**src/rtl/spike_weight_accum.sv**
```systemverilog
// Synaptic integration front end for one weight-BRAM read port: issues one read per set
// spike bit, absorbs the read latency, and sums the returned signed weights with saturation.
module spike_weight_accum #(
    parameter int N_IN   = 64,
    parameter int ADDR_W = 13,
    parameter int DATA_W = 33,
    parameter int RD_LAT = 2,
    parameter int ACC_W  = 40
) (
    input  logic                     clk,
    input  logic                     rst,
    input  logic                     start,
    input  logic [N_IN-1:0]          spikes,
    input  logic [ADDR_W-1:0]        base_addr,
    input  logic signed [ACC_W-1:0]  threshold,
    output logic [ADDR_W-1:0]        addr,
    output logic                     addr_valid,
    input  logic signed [DATA_W-1:0] rd_data,
    output logic                     busy,
    output logic                     done,
    output logic signed [ACC_W-1:0]  acc,
    output logic                     fire
);

    localparam int IDX_W = (N_IN > 1) ? $clog2(N_IN) : 1;
    localparam int CNT_W = 3;

    typedef enum logic [1:0] {IDLE, SCAN, DRAIN, DONE} state_e;

    state_e                   state_q;
    logic [N_IN-1:0]          mask_q, mask_d;
    logic [ADDR_W-1:0]        base_q, addr_q;
    logic signed [ACC_W-1:0]  thr_q, acc_q, acc_d;
    logic [RD_LAT-1:0]        pipe_q;
    logic [CNT_W-1:0]         drain_q;
    logic                     fire_q;
    logic [IDX_W-1:0]         idx;
    logic                     issue;
    logic [ACC_W:0]           sum;

    // Priority pick of the lowest set bit; scanning downward lets the lowest index win.
    always_comb begin
        idx = '0;
        for (int i = N_IN - 1; i >= 0; i--) begin
            if (mask_q[i]) idx = IDX_W'(i);
        end
    end

    always_comb begin
        issue  = (state_q == SCAN) && (|mask_q);
        mask_d = mask_q;
        if (issue) mask_d[idx] = 1'b0;
    end

    // One guard bit catches signed overflow; a clamp is applied term by term, so it never sticks.
    always_comb begin
        sum   = {acc_q[ACC_W-1], acc_q} + {{(ACC_W + 1 - DATA_W){rd_data[DATA_W-1]}}, rd_data};
        acc_d = acc_q;
        if (pipe_q[RD_LAT-1]) begin
            if (sum[ACC_W] != sum[ACC_W-1])
                acc_d = sum[ACC_W] ? {1'b1, {(ACC_W-1){1'b0}}} : {1'b0, {(ACC_W-1){1'b1}}};
            else
                acc_d = sum[ACC_W-1:0];
        end
    end

    always_ff @(posedge clk or posedge rst) begin
        if (rst) begin
            state_q <= IDLE;
            mask_q  <= '0;
            base_q  <= '0;
            thr_q   <= '0;
            addr_q  <= '0;
            acc_q   <= '0;
            pipe_q  <= '0;
            drain_q <= '0;
            fire_q  <= 1'b0;
        end else begin
            // NOTE: non-blocking updates let every register see this cycle's values, and the
            // later acc_q assignment in IDLE deliberately overrides the accumulate path.
            pipe_q <= (pipe_q << 1) | RD_LAT'(issue);
            acc_q  <= acc_d;
            if (issue) addr_q <= addr;
            case (state_q)
                IDLE: begin
                    if (start) begin
                        mask_q  <= spikes;
                        base_q  <= base_addr;
                        thr_q   <= threshold;
                        acc_q   <= '0;
                        state_q <= SCAN;
                    end
                end
                SCAN: begin
                    mask_q <= mask_d;
                    if (mask_d == '0) begin
                        drain_q <= CNT_W'(RD_LAT - 1);
                        state_q <= DRAIN;
                    end
                end
                DRAIN: begin
                    if (drain_q == '0) begin
                        fire_q  <= (acc_d >= thr_q);
                        state_q <= DONE;
                    end else begin
                        drain_q <= drain_q - CNT_W'(1);
                    end
                end
                DONE:    state_q <= IDLE;
                default: state_q <= IDLE;
            endcase
        end
    end

    // Outside an issuing cycle the address bus holds the last issued read.
    assign addr       = issue ? (base_q + ADDR_W'(idx)) : addr_q;
    assign addr_valid = issue;
    assign busy       = (state_q != IDLE);
    assign done       = (state_q == DONE);
    assign acc        = acc_q;
    assign fire       = fire_q;

endmodule

```
**config.mk**
```make
export PLATFORM = sky130hd
export DESIGN_NAME = spike_weight_accum
export DESIGN_NICKNAME = d
export VERILOG_FILES = /design/src/rtl/spike_weight_accum.sv
export SDC_FILE = /design/constraint.sdc
export NUM_CORES = 1
export LEC_CHECK = 0
export CAP_MARGIN = 40
export CORE_MARGIN = 3
export CORE_UTILIZATION = 55
export DETAILED_ROUTE_END_ITERATION = 8
export HOLD_SLACK_MARGIN = 0.08
export PLACE_DENSITY = 0.91
export SLEW_MARGIN = 30
export SYNTH_ARGS = -nofsm -noshare
export SYNTH_HDL_FRONTEND = slang
export SYNTH_SLANG_ARGS = --single-unit
```
**constraint.sdc**
```tcl
create_clock -name clk -period 10.55 [get_ports clk]
set_input_delay 1.055 -clock clk [delete_from_list [all_inputs] [get_ports clk]]
set_output_delay 1.055 -clock clk [all_outputs]
set_load 0.03 [all_outputs]
```
==> flow_metrics.env <==
export IMPL_cts_setup_buffers=0
export IMPL_synth_enable_flop_cells=0
export IMPL_ant_nets=0
export IMPL_initial_utilization_pct=56.1
export IMPL_insertion_delay_ps=450
export IMPL_drv_cap=0
export IMPL_root_buffer="clkbuf_16"
export IMPL_drive_above_1_share_pct=4.52
export IMPL_setup_viol=0
export IMPL_grt_max_degree=64
export IMPL_relSlewSlack_pct=42.3
export IMPL_grt_pass1_wl_um=68400
export IMPL_via_per_inst=6.43
export IMPL_crit_required_ps=10850
export IMPL_drc=0
export IMPL_utilization_pct=69.4
export IMPL_cts_tree="done"
export IMPL_hold_class="flip-flop to flip-flop"
export IMPL_yosys_area_top_type_share_pct=35.0
export IMPL_crit_top_cell="a21o_1"
export IMPL_multi_input_area_um2=7720
export IMPL_hpwl_um=33400
export IMPL_worstMarginPinSlew_ps=857
export IMPL_postCtsHoldBufs=0
export IMPL_fp_dieW_um=158
export IMPL_cp_end_kind="flip-flop"
export IMPL_synthTopCellsByArea="dfrtp_1 35%, ha_1 9.0%, o21ai_0 7.2%, nand2_1 5.0%, nor2_1 4.8%"
export IMPL_synth_ff_type="dfrtp_1"
export IMPL_numPortBuffers=209
export IMPL_worstPathMaxFanout=24
export IMPL_grt_busiest_layer="met2"
export IMPL_final_nets=1960
export IMPL_cts_sinks=178
export IMPL_antenna_found_initial=0
export IMPL_overflow=0
export IMPL_skew_ps=16.1
export IMPL_synthToLayoutAreaGrowth_pct=23.8
export IMPL_p_leak_uw=0.00702
export IMPL_report_final_slew_viol_count=0
export IMPL_cts_resized_gates=0
export IMPL_yosysUniqueCellTypes=76
export IMPL_synthCells=1533
export IMPL_cts_buffers=17
export IMPL_die_area_um2=25000
export IMPL_worst_ep_arrival_time_ps=8220
export IMPL_h_tree_depth=4
export IMPL_vdd_ir_drop_max_mv=0.258
export IMPL_whs_ps=359
export IMPL_ios=210
export IMPL_grt_use_met1_pct=48.6
export IMPL_fp_dieH_um=158
export IMPL_num_vias=12900
export IMPL_synth_warnings=0
export IMPL_ys_seq_elements=178
export IMPL_period_share_pct=75.0
export IMPL_routed_wl_um=44100
export IMPL_yosys_area_top_type="dfrtp_1"
export IMPL_ys_seq_area_share_pct=35.0
export IMPL_place_congestion=1.05
export IMPL_syn_nets=1780
export IMPL_fp_coreArea_um2=22700
export IMPL_clkTransAtPathRegs_ps=80
export IMPL_ys_async_sr_fraction_pct=100
export IMPL_status="completed"
export IMPL_cts_max_path_buffers=2
export IMPL_grtUsageMet3_pct=5.14
export IMPL_grt_pass1_vias=12600
export IMPL_netlist_area_um2=12700
export IMPL_min_period_ps=7920
export IMPL_grt_util_met2_pct=55.5
export IMPL_grt_total_usage_pct=34.9
export IMPL_wl_per_cell_um=21.9
export IMPL_seq_area_um2=4450
export IMPL_drtIter0Drc=1524
export IMPL_critPathKind="input pin to flip-flop"
export IMPL_startpoint_type="input pin"
export IMPL_finalSetupTns_ps=0
export IMPL_rsz0062_at_grt="no"
export IMPL_antenna_cells=0
export IMPL_hold_violations=0
export IMPL_n_fill_cell=1816
export IMPL_rows=55
export IMPL_drtPass1Iterations=6
export IMPL_critPathMaxStageDelay_ps=860
export IMPL_cpMaxStageDelayCell="a2111oi_1"
export IMPL_max_freq_ghz=0.126
export IMPL_power_density_nw_per_um2=368
export IMPL_syn_mean_instance_area_um2=8.31
layer usage:
layer | wire (um) | part of all wire [%]
met1 | 18800 | 43
met5 | 0 | 0
met2 | 19900 | 45
met3 | 3840 | 8.7
met4 | 1570 | 3.6
cell usage after synthesis, types with 5 or more instances:
master / count
xor2_1: 19
nor2_1: 164
o21bai_1: 6
inv_1: 83
a211oi_1: 9
and3_1: 6
o32ai_1: 5
nor3_1: 17
or3_1: 14
xnor2_1: 26
a21oi_1: 68
nand2b_1: 14
a21o_1: 48
nor2b_1: 16
a31oi_1: 7
nand2_1: 168
o2111ai_1: 5
clkbuf_1: 60
a22o_1: 65
dfrtp_1: 178
and2_1: 42
ha_1: 92
o21ai_0: 184
o21a_1: 20
o22ai_1: 7
o31ai_1: 17
nand3_1: 19
nand4_1: 27
o2bb2ai_1: 28
or4_1: 8
or2_2: 6
nor4_1: 23
o211ai_1: 10
flip-flops by register name, indices dropped and copies added, names as in the netlist:
register	cells
addr_q	13
state_q	2
acc	40
pipe_q	2
drain_q	3
thr_q	40
mask_q	64
base_q	13
fire	1
critical path, delay by kind of cell:
kind / cells / cell delay, ps
compound gates: 17 / 4660
xor+xnor: 1 / 120
fa+ha+maj: 2 / 670
buf+inv: 2 / 780
mux: 1 / 390
simple gates: 3 / 520
report_power, final:
group	switching (uW)	internal, uW	leakage [uW]	total (uW)
combinational	2300	1500	0.00446	3810
sequential	356	975	0.00226	1330
clock	342	327	0.000301	669
per-stage QoR:
step / setup slack [ps] / cell area (um^2) / total power [uW] / instances
floorplan: 4010 / 12700 / 3800 / 1533
global placement: 2690 / 15000 / 4890 / 1972
detailed placement: 2300 / 15100 / 5010 / 1977
CTS: 2640 / 15700 / 5700 / 2009
global route: 2200 / 15800 / 6190 / 2011
finish: 2630 / 15800 / 5810 / 2011
layout by cell type, fill, tap and decap left out, drive strengths merged, types with 27 or more instances in the layout:
cell type / n
nor2: 164
o2bb2ai: 28
clkdlybuf4s50: 209
a21oi: 70
a22o: 65
o21ai: 187
nand4: 27
and2: 42
nand2: 168
inv: 90
a21o: 48
ha: 92
dfrtp: 178
worst paths after layout:
kind	startpoint	endpoint	slack (ps)	depth (start not counted)
setup reg to reg	acc[0]$_DFF_PP0_	fire$_DFFE_PP0P_	3210	27
setup / recovery	rd_data[8]	fire$_DFFE_PP0P_	2630	26
hold reg to reg	pipe_q[0]$_DFF_PP0_	pipe_q[1]$_DFF_PP0_	360	0
hold / removal	pipe_q[0]$_DFF_PP0_	pipe_q[1]$_DFF_PP0_	360	0
min in group asynchronous	rst	base_q[9]$_DFFE_PP0P_	1020	2
max in group asynchronous	rst	mask_q[19]$_DFFE_PP0P_	8350	3
layout make-up:
| class | instances | share of cell area [%] |
|---|---|---|
| Clock buffer | 17 | 2.70 |
| Timing Repair Buffer | 229 | 14.5 |
| Inverter | 83 | 2.01 |
| Multi-Input combinational cell | 1204 | 49.0 |
| Clock inverter | 15 | 1.28 |
| Sequential cell | 178 | 28.3 |
| Tap cell | 285 | 2.26 |
logic make-up (layout without fill, tap and decap cells):
family	Yosys count	in the layout	share of synthesized area [%]
xor gates and xnor gates	45	45	3.09
muxes	3	3	0.246
AOI/OAI and AO/OA	527	527	27.9
and+or+nand+nor	534	534	19.7
adders and majority gates	95	95	9.43
DFF	178	178	35.0
buffers and inverters	151	344	4.67
Power figures use the tool's default switching activity.
